<file path="src/rtl/mix_out_sched.sv">
// Mixer output scheduler: divides sys_clk into a sample strobe, captures the
// mixer product into a one-entry hold buffer and serializes it MSB-first as
// BW-bit bytes over a valid/ready handshake. Samples arriving while the hold
// buffer is occupied and not draining are dropped and counted.
module mix_out_sched #(
  parameter int DIV = 1042,
  parameter int DW  = 48,
  parameter int BW  = 8
) (
  input  logic          sys_clk,
  input  logic          sys_rst_n,
  input  logic          enable,
  output logic          sample_tick,
  input  logic [DW-1:0] prod_data,
  output logic [BW-1:0] byte_data,
  output logic          byte_valid,
  input  logic          byte_ready,
  output logic          byte_sof,
  output logic          busy,
  output logic [15:0]   ovf_cnt
);

  localparam int              NB       = DW / BW;
  localparam int              IW       = (NB > 1) ? $clog2(NB) : 1;
  localparam logic [15:0]     CNT_LAST = 16'(DIV - 1);
  localparam logic [IW-1:0]   IDX_LAST = IW'(NB - 1);

  typedef enum logic {IDLE, SEND} state_t;

  state_t        state_q, state_d;
  logic [15:0]   cnt_q, cnt_d;
  logic [DW-1:0] hold_q, hold_d;
  logic [DW-1:0] shift_q, shift_d;
  logic          hold_full_q, hold_full_d;
  logic [IW-1:0] idx_q, idx_d;
  logic [15:0]   ovf_cnt_q, ovf_cnt_d;
  logic          tick;
  logic          drain;

  assign tick = enable & (cnt_q == CNT_LAST);

  // Sample-rate divider: free-runs 0..DIV-1 while enabled, parked at 0 otherwise.
  always_comb begin
    cnt_d = cnt_q;
    if (!enable) begin
      cnt_d = '0;
    end else if (cnt_q == CNT_LAST) begin
      cnt_d = '0;
    end else begin
      cnt_d = cnt_q + 16'd1;
    end
  end

  // Serializer FSM next state; drain flags a hold-to-shift transfer this cycle.
  always_comb begin
    state_d = state_q;
    shift_d = shift_q;
    idx_d   = idx_q;
    drain   = 1'b0;
    case (state_q)
      IDLE: begin
        if (hold_full_q) begin
          shift_d = hold_q;
          idx_d   = '0;
          drain   = 1'b1;
          state_d = SEND;
        end
      end
      SEND: begin
        if (byte_ready) begin
          if (idx_q != IDX_LAST) begin
            shift_d = shift_q << BW;
            idx_d   = idx_q + IW'(1);
          end else if (hold_full_q) begin
            // Back-to-back word: reload without an idle bubble.
            shift_d = hold_q;
            idx_d   = '0;
            drain   = 1'b1;
          end else begin
            state_d = IDLE;
          end
        end
      end
      default: state_d = IDLE;
    endcase
  end

  // Hold buffer and drop counter: a tick may capture when the slot frees this cycle.
  always_comb begin
    hold_d      = hold_q;
    hold_full_d = hold_full_q;
    ovf_cnt_d   = ovf_cnt_q;
    if (drain) begin
      hold_full_d = 1'b0;
    end
    if (tick) begin
      if (!hold_full_q || drain) begin
        hold_d      = prod_data;
        hold_full_d = 1'b1;
      end else if (ovf_cnt_q != 16'hFFFF) begin
        ovf_cnt_d = ovf_cnt_q + 16'd1;
      end
    end
  end

  // Control and output-facing state, cleared asynchronously.
  always_ff @(posedge sys_clk or negedge sys_rst_n) begin
    if (!sys_rst_n) begin
      state_q     <= IDLE;
      cnt_q       <= '0;
      shift_q     <= '0;
      hold_full_q <= 1'b0;
      idx_q       <= '0;
      ovf_cnt_q   <= '0;
    end else begin
      state_q     <= state_d;
      cnt_q       <= cnt_d;
      shift_q     <= shift_d;
      hold_full_q <= hold_full_d;
      idx_q       <= idx_d;
      ovf_cnt_q   <= ovf_cnt_d;
    end
  end

  // Hold payload is only meaningful while hold_full_q is set, so it needs no reset.
  always_ff @(posedge sys_clk) begin
    hold_q <= hold_d;
  end

  assign byte_valid  = (state_q == SEND);
  assign byte_data   = shift_q[DW-1 -: BW];
  assign byte_sof    = byte_valid & (idx_q == '0);
  assign busy        = byte_valid | hold_full_q;
  assign ovf_cnt     = ovf_cnt_q;
  assign sample_tick = tick;

endmodule
</file>
<file path="config.mk">
export PLATFORM = sky130hd
export DESIGN_NAME = mix_out_sched
export DESIGN_NICKNAME = d
export VERILOG_FILES = /design/src/rtl/mix_out_sched.sv
export SDC_FILE = /design/constraint.sdc
export NUM_CORES = 1
export LEC_CHECK = 0
export ABC_AREA = 0
export BUFFER_PORTS_ARGS = -buffer_cell sky130_fd_sc_hd__buf_2
export CAP_MARGIN = 5
export CORE_UTILIZATION = 43
export DETAILED_ROUTE_END_ITERATION = 10
export GPL_TIMING_DRIVEN = 0
export HOLD_SLACK_MARGIN = 0.08
export MAX_ROUTING_LAYER = met4
export PLACE_DENSITY = 0.65
export SLEW_MARGIN = 20
export SYNTH_ARGS = -nofsm -noshare
export SYNTH_HDL_FRONTEND = slang
export SYNTH_SLANG_ARGS = --single-unit
</file>
<file path="constraint.sdc">
create_clock -name sys_clk -period 4.1 [get_ports sys_clk]
set_input_delay 0.82 -clock sys_clk [delete_from_list [all_inputs] [get_ports sys_clk]]
set_output_delay 0.82 -clock sys_clk [all_outputs]
set_load 0.005 [all_outputs]
</file>
Word level (Yosys, flattened, before mapping)
Cells that the tools add are included.
{"block": "op_classes", "mux": 20, "bitwise": 5, "reduce_logical": 5, "add_sub_neg": 3, "n_eq_ne": 4}
{"cell": "$mux 48", "count": 3}
{"cell": "$pmux 48 s2", "count": 1}
{"cell": "$add 16x1->16 const B", "count": 2}
{"cell": "$mux 16", "count": 2}
{"cell": "$eq 16x11->1 const B", "count": 1}
{"cell": "$ne 16x16->1 const B", "count": 1}
{"cell": "$mux 3", "count": 3}
{"cell": "$mux 1", "count": 8}
{"cell": "$pmux 3 s2", "count": 1}
{"cell": "$pmux 1 s2", "count": 2}
{"cell": "$add 3x1->3 const B", "count": 1}
{"cell": "$logic_not 3->1", "count": 1}
{"cell": "$ne 3x3->1 const B", "count": 1}
{"cell": "$reduce_and 3->1", "count": 1}
{"cell": "$and 1x1->1", "count": 2}
{"cell": "$ne 2x2->1 const B", "count": 1}
{"cell": "$not 1->1", "count": 2}
{"cell": "$reduce_and 2->1", "count": 1}
{"cell": "$logic_not 1->1", "count": 1}
{"cell": "$logic_or 1x1->1", "count": 1}
{"cell": "$or 1x1->1", "count": 1}
{"block": "totals", "output_inout_bits": 28, "register_bits": 133, "input_bits": 52}

Longest topological paths before layout
Gate-level depths: netlist (run 1).
{"block": "depth", "depth_word": 7, "depth_mapped": 8}

Worst setup path before layout (run 1)
OpenSTA, ideal clock, no wires.
{"block": "synth_timing", "kind": "register -> register", "startpoint": "register cnt_q[1]", "endpoint": "register hold_q[0], enable pin", "arrival_time_ns": 3.551, "stages_incl_launch_ff": 7, "path_buffers": 0, "slack_ns": 0.090, "t_required_ns": 3.641, "setup_time_ns": 0.459, "period_less_slack_ns": 4.010, "path_cell_list": "dfrtp_1 inv_1 ha_1 or4b_4 nor4_4 nand3_1 nor2b_1"}
{"block": "synth_between", "elab_chain_len": 3}
{"item": "from (decl)", "line_no": "31", "source": "logic [15:0] cnt_q, cnt_d;"}
{"item": "from (signal assigned)", "line_no": "117", "source": "cnt_q <= cnt_d;"}
{"item": "$eq 16x11->1", "line_no": "40", "source": "assign tick = enable & (cnt_q == CNT_LAST);"}
{"item": "$and 1x1->1", "line_no": "40"}
{"item": "$reduce_and 2->1 (no line)"}
{"item": "to (signal assigned)", "line_no": "127", "source": "hold_q <= hold_d;"}
{"item": "to (decl)", "line_no": "32", "source": "logic [DW-1:0] hold_q, hold_d;"}
Every way passes these cells.
A chain may end at the register's enable or synchronous reset.

Worst setup path in the final report (run 1)
{"block": "layout_timing", "startpoint": "register cnt_q[1]", "endpoint": "output sample_tick"}
{"block": "layout_between", "elab_chain_len": 2}
{"item": "$eq 16x11->1", "line_no": "40"}
{"item": "$and 1x1->1", "line_no": "40"}
{"item": "to (decl)", "line_no": "13", "source": "output logic sample_tick,"}
Every way passes these cells.

==> impl_metrics.csv, run 1 <==
group,metric,value,unit
critical_path,worst_r2r_path_depth,7,
sta,grt_setup_unrepaired,"false",
critical_path,critPathCaptureType,"primary output",
synth,postSynthRegisterBits,133,
sta,fin_crit_sh,73.23,%
place,post-place-ws,1350,ps
grt,global_route.overflow_total,0,
detailed_routing,dr.first_iter.drc_count,241,
detailed_routing,totalWireLength,10620,um
sta,timing.hold.ws,340.2,ps
floorplan,initial_util,44.60,%
detailed_routing,route.antenna.remaining_nets,0,
clock_tree,post_cts.resized_instances,0,
grt,via_count_of_the_first_global_routing_pass,3692,
layout,finish.instance_area,6700,sq um
critical_path,crit_chain,"inv_1 > ha_1 > or4b_4 > nor4_4 > nand3_1 > inv_1 > buf_2",
sta,maxSlewHeadroom,56.77,%
sta,postLayoutSetupSlackWorst,1097,ps
layout,layout_commonest_cell,"sky130_fd_sc_hd__dfrtp_1",
power_and_ir_drop,p_switching,1114,uW
critical_path,critical_path.slowest_cell,"sky130_fd_sc_hd__or4b_4",
floorplan,floorplan.core_area,12110,sq um
critical_path,criticalPathCategory,"flip-flop to primary output",
layout,final_nets,596,
grt,grt_pass1_wl,18220,um
sta,maxSlewViolCount,0,
synth,synth.yosys.warnings,0,
critical_path,crit_arrival,2180,ps
synth,synth-seq-area-share,66.06,%
detailed_routing,detail_route.first_pass.iterations,4,
clock_tree,clock_latency,420,ps
layout,fin_util,55.32,%
place,gpl.final_weighted_congestion,0.7850,
floorplan,num_io_pins,80,
synth,post_synth.cell_area_avg,12.33,sq um
place,io_buffers,79,
sta,fin_worst_skew,10.22,ps
clock_tree,path_clk_slew,60,ps
place,hpwlAfterDp,7413,um
power_and_ir_drop,comb_power_share,19.3,%
critical_path,critical_path.startpoint_type,"flip-flop",
floorplan,die_area,13010,sq um
clock_tree,cts_inserted_buffers,17,
clock_tree,post_cts_hold_buffer_count,0,
sta,hold_viol_final,0,
grt,grt_util_all_layers,19.10,%
sta,report.final.setup_viol,0,
power_and_ir_drop,cell_area_power_density,614.2,nW/um^2
floorplan,die_h,114.1,um
power_and_ir_drop,switching_share,27.07,%
clock_tree,tritoncts,"done",
clock_tree,numClockSinks,133,
layout,drive_gt1_share,25.41,%
floorplan,dieWidth,114.1,um
critical_path,critical_path.max_stage_delay,480,ps
power_and_ir_drop,cell_internal_pwr,3001,uW
critical_path,crit_path_frequent_cell,"sky130_fd_sc_hd__inv_1",
layout,final_cell_mix,"sky130_fd_sc_hd__dfrtp_1 (85), sky130_fd_sc_hd__buf_2 (81), sky130_fd_sc_hd__nor2_1 (64), sky130_fd_sc_hd__edfxtp_1 (48), sky130_fd_sc_hd__a21oi_1 (42)",
worst_hold_path,worstHoldPathType,"input port to asynchronous set/reset pin",
critical_path,worst_ep_required_time,3280,ps
floorplan,placementRows,40,
clock_tree,post-cts-setup-buffer-count,0,
sta,tightestPinTransition,647.1,ps
critical_path,cp_max_fo,4,
clock_tree,root_buffer,"sky130_fd_sc_hd__clkbuf_16",
detailed_routing,wl_per_cell,14.76,um
detailed_routing,vias_per_cell,5.081,
synth,mappedNetlistArea,5401,sq um
grt,number_of_antenna_violations_at_the_first_check_in_global_routing,0,
power_and_ir_drop,irDropWorstVdd,0.4043,mV
clock_tree,clock_tree.htree_level_count,4,
sta,period_minus_slack,3003,ps
synth,post_synth_inst_count,438,
detailed_routing,via_count,3653,
power_and_ir_drop,pwr-share-clk,39.1,%
power_and_ir_drop,seqPwrFrac,41.6,%
clock_tree,cts-root-to-sink-buffers,2,
job,max-cap-violations,0,
sta,fmaxAchievable,333.0,MHz
synth,synth_cell_type_count,41,
layout,area_delta_synth_final,24.04,%
layout,insertedDiodeCount,0,
power_and_ir_drop,power.leakage,0.002852,uW
status,outcome,"complete, no violations",
power_and_ir_drop,total_power,4116,uW
synth,postSynthNetCount,496,
place,placed_cell_area,6065,sq um
detailed_routing,remaining_drc_errors,0,
grt,grt_max_degree,57,
==> kinds of logic after synthesis <==
kind of cell	share of synthesized area, %
adders and majority gates	1.390
and+or+nand+nor	13.46
buffers and inverters	3.196
xor gates and xnor gates	4.679
muxes	0.2085
DFF	66.06
AOI/OAI and AO/OA	11.00
==> worst paths after layout <==
path / startpoint / end / slack, ps
hold reg to reg: hold_q[5] / shift_q[5] / 480
hold / removal: sys_rst_n / ovf_cnt[14] / 340
min in group sys_clk: hold_q[5] / shift_q[5] / 480
setup reg to reg: cnt_q[1] / hold_q[36] / 1380
max in group asynchronous: sys_rst_n / shift_q[38] / 3150
setup / recovery: cnt_q[1] / sample_tick / 1100
==> cell usage after synthesis <==
cell	n	area share, %
sky130_fd_sc_hd__o22ai_1	40	4.6
sky130_fd_sc_hd__or3_1	1	0.12
sky130_fd_sc_hd__o21ai_0	4	0.37
sky130_fd_sc_hd__ha_1	6	1.4
sky130_fd_sc_hd__and4_1	3	0.49
sky130_fd_sc_hd__nand3_2	4	0.74
sky130_fd_sc_hd__a21oi_1	42	3.9
sky130_fd_sc_hd__o21ai_1	1	0.093
sky130_fd_sc_hd__nor3b_4	1	0.35
sky130_fd_sc_hd__and2_1	3	0.35
sky130_fd_sc_hd__nand2b_1	1	0.12
sky130_fd_sc_hd__nor3b_1	1	0.14
sky130_fd_sc_hd__clkbuf_1	15	1.0
sky130_fd_sc_hd__edfxtp_1	48	27
sky130_fd_sc_hd__a32o_1	1	0.19
sky130_fd_sc_hd__nor3_1	2	0.19
sky130_fd_sc_hd__nand4_1	9	1.0
sky130_fd_sc_hd__a22o_1	8	1.3
sky130_fd_sc_hd__nand3_1	13	1.2
sky130_fd_sc_hd__nand4_4	1	0.39
sky130_fd_sc_hd__or3_4	1	0.21
sky130_fd_sc_hd__buf_6	1	0.21
sky130_fd_sc_hd__nor2_1	64	4.4
sky130_fd_sc_hd__xnor2_1	18	2.9
sky130_fd_sc_hd__o21ai_2	1	0.16
sky130_fd_sc_hd__and3_1	7	0.81
sky130_fd_sc_hd__buf_4	9	1.3
sky130_fd_sc_hd__or4b_4	2	0.51
sky130_fd_sc_hd__xnor2_2	1	0.30
sky130_fd_sc_hd__inv_1	6	0.42
sky130_fd_sc_hd__or2_2	1	0.12
sky130_fd_sc_hd__nor2b_1	5	0.58
sky130_fd_sc_hd__nor4_4	1	0.39
sky130_fd_sc_hd__a21boi_0	1	0.14
sky130_fd_sc_hd__nand2_1	16	1.1
sky130_fd_sc_hd__nor4b_1	1	0.16
sky130_fd_sc_hd__mux2_2	1	0.21
sky130_fd_sc_hd__dfrtp_1	85	39
sky130_fd_sc_hd__xor2_1	9	1.5
sky130_fd_sc_hd__buf_2	3	0.28
sky130_fd_sc_hd__o2111a_2	1	0.23
==> per-layer routing <==
metal	vias up	global-route usage, %	routed length (um)
li1	1782	-	-
met1	1775	23.77	4749
met2	79	28.93	5219
met3	17	6.300	449
met4	0	7.532	197
met5	-	-	0
==> state kept, by name, indices dropped and copies added, names as in the netlist <==
signal	cells
idx_q	3
cnt_q	16
shift_q	48
hold_full_q	1
ovf_cnt	16
byte_valid	1
hold_q	48
==> layout make-up <==
| type | instances | area [sq um] |
|---|---|---|
| multi-input cells | 271 | 1668 |
| clock buffers | 21 | 460.4 |
| repair buffers | 81 | 445.4 |
| flip-flops and latches | 133 | 3568 |
| inverters | 6 | 22.52 |
| clock inverters | 11 | 175.2 |
| well taps | 168 | 210.2 |
| fillers | 1073 | 5411 |
| plain buffers | 28 | 150.1 |
==> metrics by stage <==
| step | TNS, ps | std cells |
|---|---|---|
| finish | 0 | 719 |
| global route | 0 | 719 |
| CTS | 0 | 719 |
| detailed placement | 0 | 687 |
| global placement | -40070 | 685 |
| floorplan | 0 | 438 |
==> worst max-delay path: cells and delay by family, from the launching register on <==
family	cells	cell delay, ps
adder cells (fa/ha/maj)	1	120
AND/OR/NAND/NOR	3	960
buffers and inverters	3	290
flip-flops	1	400
==> power groups by stage <==
stage          Sequential, uW  Combinational [uW]  Clock (uW)
2_1_floorplan            1690                 577           0
3_3_place_gp             1730                 773           0
3_5_place_dp             1740                 797           0
4_1_cts                  1710                 804        1640
5_1_grt                  1740                 912        1710
6_report                 1710                 795        1610
Power figures use the tool's default switching activity.
==> run 2: changes to the inputs <==
- clock period: 4.1 -> 2.5 ns (I/O delays scaled with it)
==> run 2 against run 1 <==
  * Sequential cell count unchanged
  * Non-clock buffer count rose by 2
  * Critical path type unchanged
  * Hold slack lost 240 ps
  * Global-route usage is 0.14 points higher
  * Critical endpoint unchanged
==> impl_metrics.csv, run 2 (same netlist as run 1, synthesis figures left out) <==
group,metric,value,unit
status,outcome,"complete, no violations",
floorplan,num_io_pins,80,
layout,insertedDiodeCount,0,
clock_tree,clock_latency,410,ps
place,hpwlAfterDp,7533,um
detailed_routing,vias_per_cell,5.104,
sta,report.final.setup_viol,0,
detailed_routing,remaining_drc_errors,0,
clock_tree,root_buffer,"sky130_fd_sc_hd__clkbuf_16",
sta,maxSlewViolCount,0,
floorplan,initial_util,44.60,%
clock_tree,cts_inserted_buffers,17,
detailed_routing,wl_per_cell,15.16,um
grt,grt_util_all_layers,19.24,%
clock_tree,clock_tree.htree_level_count,4,
place,gpl.final_weighted_congestion,0.8006,
clock_tree,tritoncts,"done",
clock_tree,post_cts_hold_buffer_count,0,
sta,postLayoutSetupSlackWorst,6.659,ps
place,post-place-ws,-137.7,ps
detailed_routing,dr.first_iter.drc_count,205,
critical_path,critical_path.startpoint_type,"flip-flop",
sta,fmaxAchievable,401.1,MHz
grt,via_count_of_the_first_global_routing_pass,3749,
place,post-place-cells,687,
detailed_routing,totalWireLength,10930,um
critical_path,cp_max_fo,4,
floorplan,dieWidth,114.1,um
floorplan,die_h,114.1,um
layout,final_cell_mix,"sky130_fd_sc_hd__dfrtp_1 (85), sky130_fd_sc_hd__buf_2 (80), sky130_fd_sc_hd__nor2_1 (64), sky130_fd_sc_hd__edfxtp_1 (48), sky130_fd_sc_hd__a21oi_1 (42)",
grt,grt_pass1_wl,18330,um
sta,period_minus_slack,2493,ps
sta,tightestPinTransition,652.8,ps
power_and_ir_drop,irDropWorstVdd,0.6940,mV
power_and_ir_drop,power.leakage,0.002831,uW
detailed_routing,detail_route.first_pass.iterations,4,
floorplan,placementRows,40,
clock_tree,numClockSinks,133,
clock_tree,path_clk_slew,60,ps
sta,maxSlewHeadroom,56.19,%
sta,fin_worst_skew,9.696,ps
detailed_routing,route.antenna.remaining_nets,0,
floorplan,floorplan.core_area,12110,sq um
layout,area_delta_synth_final,23.49,%
clock_tree,cts-root-to-sink-buffers,2,
grt,global_route.overflow_total,0,
layout,reg_top3,"hold_q: 48 flops, shift_q: 48 flops",
sta,fin_crit_sh,99.73,%
grt,number_of_antenna_violations_at_the_first_check_in_global_routing,0,
critical_path,crit_arrival,1990,ps
worst_hold_path,worstHoldPathType,"input port to asynchronous set/reset pin",
power_and_ir_drop,cell_area_power_density,978.3,nW/um^2
sta,grt_setup_unrepaired,"true",
place,io_buffers,79,
job,max-cap-violations,0,
layout,layout_commonest_cell,"sky130_fd_sc_hd__dfrtp_1",
sta,hold_viol_final,0,
critical_path,worst_ep_required_time,2000,ps
layout,drive_gt1_share,26.22,%
layout,stdcell_count,721,
detailed_routing,via_count,3680,
critical_path,criticalPathCategory,"flip-flop to primary output",
layout,filler_cell_count_in_the_final_layout,1065,
grt,grt_max_degree,47,
critical_path,critPathCaptureType,"primary output",
floorplan,die_area,13010,sq um
layout,final_nets,598,
run 2: metrics by stage:
stage	setup TNS (ps)	power, uW	hold WS, ps	cell area, sq um	util (%)
after global placement	-17650	4104	462.2	6020	49.70
after detailed placement	-4203	4165	462.7	6062	50.05
final	0	6525	101.4	6670	55.07
after CTS	-37.58	6575	110.5	6664	55.02
after floorplan	0	3726	204.4	5414	-
after global routing	-160.9	6892	127.8	6670	55.07
run 2: critical path, stage by stage (launching register included):
cell and delay, ps:
sky130_fd_sc_hd__dfrtp_1 400, sky130_fd_sc_hd__inv_1 70, sky130_fd_sc_hd__ha_1 130, sky130_fd_sc_hd__or4b_4 480
sky130_fd_sc_hd__nor4_4 210, sky130_fd_sc_hd__nand3_2 130, sky130_fd_sc_hd__inv_2 80, sky130_fd_sc_hd__buf_6 80
run 2: power breakdown:
part | switching (uW) | internal, uW
logic | 728 | 591
registers | 215 | 2600
clock network | 951 | 1440
total | 1890 | 4630
run 2: final timing paths:
kind | startpoint | endpoint | slack (ps) | depth (start not counted)
min in group sys_clk | prod_data[30] | hold_q[30] | 260 | 1
max in group asynchronous | sys_rst_n | shift_q[18] | 1770 | 2
worst min-delay path | sys_rst_n | ovf_cnt[13] | 100 | 1
worst max-delay path | cnt_q[1] | sample_tick | 7 | 7
worst min register to register | hold_q[5] | shift_q[5] | 480 | 1
worst max register to register | cnt_q[1] | hold_q[39] | 170 | 8
run 2: final cells by class:
class	instances	area (sq um)	share of cell area (%)
Clock inverter	13	120.1	1.801
Inverter	6	22.52	0.3376
Timing Repair Buffer	83	471.7	7.072
Tap cell	168	210.2	3.151
Buffer	28	150.1	2.251
Clock buffer	19	454.2	6.809
Multi-Input combinational cell	271	1673	25.08
Sequential cell	133	3568	53.50
run 2: per-layer routing:
layer	track usage, %	share of wire, %	up-vias
met5	-	0	-
met2	29.17	49	80
met4	6.667	1.1	0
met1	24.48	46	1807
met3	6.088	4.1	13
li1	-	-	1780
run 2: repair_timing:
item / CTS / global route
setup buffers: 2 / 0
pin swaps: 1 / 0
resized for setup: 1 / 2
endpoints found under the setup margin: 32 / 9
==> run 3: changes to the inputs <==
- SETUP_SLACK_MARGIN: unset -> 0.05
==> run 3 against run 2 <==
  * First-iteration DRC count is 16% higher
  * Global-route usage stayed put
  * Combinational power hardly changed
  * Non-clock buffer count is 5 higher
  * Clock-buffer cell count stayed put
  * Sequential cell count stayed put
  * Hold slack worse by 1.5 ps
  * Clock skew hardly changed
  * Total power is 0.19% higher
  * Final cell count is 0.69% higher
  * Setup slack better by 17 ps
  * Largest cell class unchanged
  * Highest routed layer unchanged
==> impl_metrics.csv, run 3 (same netlist as run 1, synthesis figures left out) <==
group,metric,value,unit
layout,area.sequential,3568,sq um
detailed_routing,remaining_drc_errors,0,
power_and_ir_drop,cell_area_power_density,967.8,nW/um^2
layout,final_nets,603,
grt,via_count_of_the_first_global_routing_pass,3749,
job,max-cap-violations,0,
floorplan,dieWidth,114.1,um
place,post-place-cells,687,
status,outcome,"complete, no violations",
sta,hold_viol_final,0,
power_and_ir_drop,seqPwrFrac,43.1,%
sta,fin_worst_skew,9.226,ps
place,io_buffers,79,
sta,report.final.setup_viol,0,
sta,fin_crit_sh,99.05,%
grt,grt_util_all_layers,19.24,%
grt,global_route.overflow_total,0,
layout,stdcell_count,726,
sta,tightestPinTransition,655.6,ps
clock_tree,post_cts_hold_buffer_count,0,
clock_tree,cts-root-to-sink-buffers,2,
layout,layout_commonest_cell,"sky130_fd_sc_hd__dfrtp_1",
layout,final_cell_mix,"sky130_fd_sc_hd__dfrtp_1 (85), sky130_fd_sc_hd__buf_2 (80), sky130_fd_sc_hd__nor2_1 (64), sky130_fd_sc_hd__edfxtp_1 (48), sky130_fd_sc_hd__a21oi_1 (42)",
sta,fmaxAchievable,403.8,MHz
sta,period_minus_slack,2476,ps
grt,grt_pass1_wl,18330,um
clock_tree,path_clk_slew,60,ps
layout,insertedDiodeCount,0,
grt,number_of_antenna_violations_at_the_first_check_in_global_routing,0,
layout,fin_util,55.77,%
power_and_ir_drop,switching_share,29.09,%
detailed_routing,via_count,3730,
layout,reg_top3,"hold_q: 48 flops, shift_q: 48 flops",
place,post-place-ws,-137.7,ps
power_and_ir_drop,power.leakage,0.002870,uW
detailed_routing,detail_route.first_pass.iterations,4,
critical_path,critPathCaptureType,"primary output",
floorplan,num_io_pins,80,
clock_tree,clock_tree.htree_level_count,4,
sta,setup-tns-final,0,ps
power_and_ir_drop,cell_internal_pwr,4635,uW
layout,drive_gt1_share,26.88,%
critical_path,criticalPathCategory,"flip-flop to primary output",
grt,grt_max_degree,47,
sta,postLayoutSetupSlackWorst,23.79,ps
floorplan,initial_util,44.60,%
place,gpl.final_weighted_congestion,0.8006,
detailed_routing,route.antenna.remaining_nets,0,
sta,maxSlewViolCount,0,
power_and_ir_drop,p_switching,1902,uW
layout,filler_cell_count_in_the_final_layout,1056,
clock_tree,root_buffer,"sky130_fd_sc_hd__clkbuf_16",
floorplan,floorplan.core_area,12110,sq um
power_and_ir_drop,comb_power_share,20.3,%
floorplan,die_area,13010,sq um
layout,area_delta_synth_final,25.06,%
clock_tree,tritoncts,"done",
detailed_routing,wl_per_cell,15.51,um
detailed_routing,dr.first_iter.drc_count,237,
layout,multiInputGateArea,1673,sq um
critical_path,cp_max_fo,3,
power_and_ir_drop,irDropWorstVdd,0.6932,mV
sta,timing.hold.ws,99.94,ps
sta,grt_setup_unrepaired,"true",
power_and_ir_drop,pwr-share-clk,36.6,%
critical_path,crit_arrival,1980,ps
place,hpwlAfterDp,7533,um
sta,maxSlewHeadroom,56.00,%
floorplan,placementRows,40,
clock_tree,cts_inserted_buffers,17,
detailed_routing,vias_per_cell,5.138,
clock_tree,clock_latency,410,ps
detailed_routing,totalWireLength,11260,um
worst_hold_path,worstHoldPathType,"input port to asynchronous set/reset pin",
clock_tree,numClockSinks,133,
critical_path,worst_ep_required_time,2000,ps
critical_path,critical_path.startpoint_type,"flip-flop",
floorplan,die_h,114.1,um
-- run 3: power groups by stage --
stage | combinational (uW) | clock, uW | sequential [uW]
3_5_place_dp | 1310 | 0 | 2850
5_1_grt | 1510 | 2540 | 2850
4_1_cts | 1320 | 2430 | 2820
2_1_floorplan | 947 | 0 | 2780
6_report | 1330 | 2390 | 2820
3_3_place_gp | 1270 | 0 | 2840
-- run 3: metrics by stage --
step	area, sq um	total power, uW
4_1_cts	6664	6575
2_1_floorplan	5414	3726
3_5_place_dp	6062	4165
3_3_place_gp	6020	4104
5_1_grt	6755	6898
6_report	6755	6537
-- run 3: worst max-delay path: stages (launching register included) --
cell                      delay [ps]
sky130_fd_sc_hd__dfrtp_1         390
sky130_fd_sc_hd__inv_1            60
sky130_fd_sc_hd__ha_1            130
sky130_fd_sc_hd__or4b_4          480
sky130_fd_sc_hd__nor4_4          210
sky130_fd_sc_hd__nand3_2         130
sky130_fd_sc_hd__inv_2            80
sky130_fd_sc_hd__buf_6            80
-- run 3: worst paths after layout --
path | cells after the start | slack (ps) | from | end
max reg2reg | 9 | 190 | cnt_q[1] | hold_q[9]
min in group sys_clk | 1 | 250 | prod_data[30] | hold_q[30]
max in group asynchronous | 2 | 1770 | sys_rst_n | shift_q[13]
min reg2reg | 1 | 470 | hold_q[5] | shift_q[5]
max | 7 | 20 | cnt_q[1] | sample_tick
min | 1 | 100 | sys_rst_n | ovf_cnt[9]
-- run 3: cell type report --
cell class	count	share of cell area (%)
plain buffers	28	2.223
well taps	168	3.112
inverters	6	0.3334
clock inverters	13	1.778
repair buffers	88	8.242
clock buffers	19	6.723
flip-flops and latches	133	52.82
multi-input cells	271	24.76
-- run 3: what timing repair did --
action	4_1_cts	5_1_grt
hold endpoints to repair	0	0
buffers inserted	2	3
pin swaps	1	0
setup endpoints to repair	32	42
gates resized for setup	1	2
cloned	0	2
-- run 3: metal layers --
| layer | share of wire [%] | wire length [um] | GRT usage [%] | vias to the layer above |
|---|---|---|---|---|
| met4 | 1.1 | 121 | 6.667 | 0 |
| met2 | 50 | 5577 | 29.17 | 76 |
| li1 | - | - | - | 1795 |
| met3 | 3.8 | 432 | 6.088 | 13 |
| met5 | 0 | 0 | - | - |
| met1 | 46 | 5127 | 24.48 | 1846 |
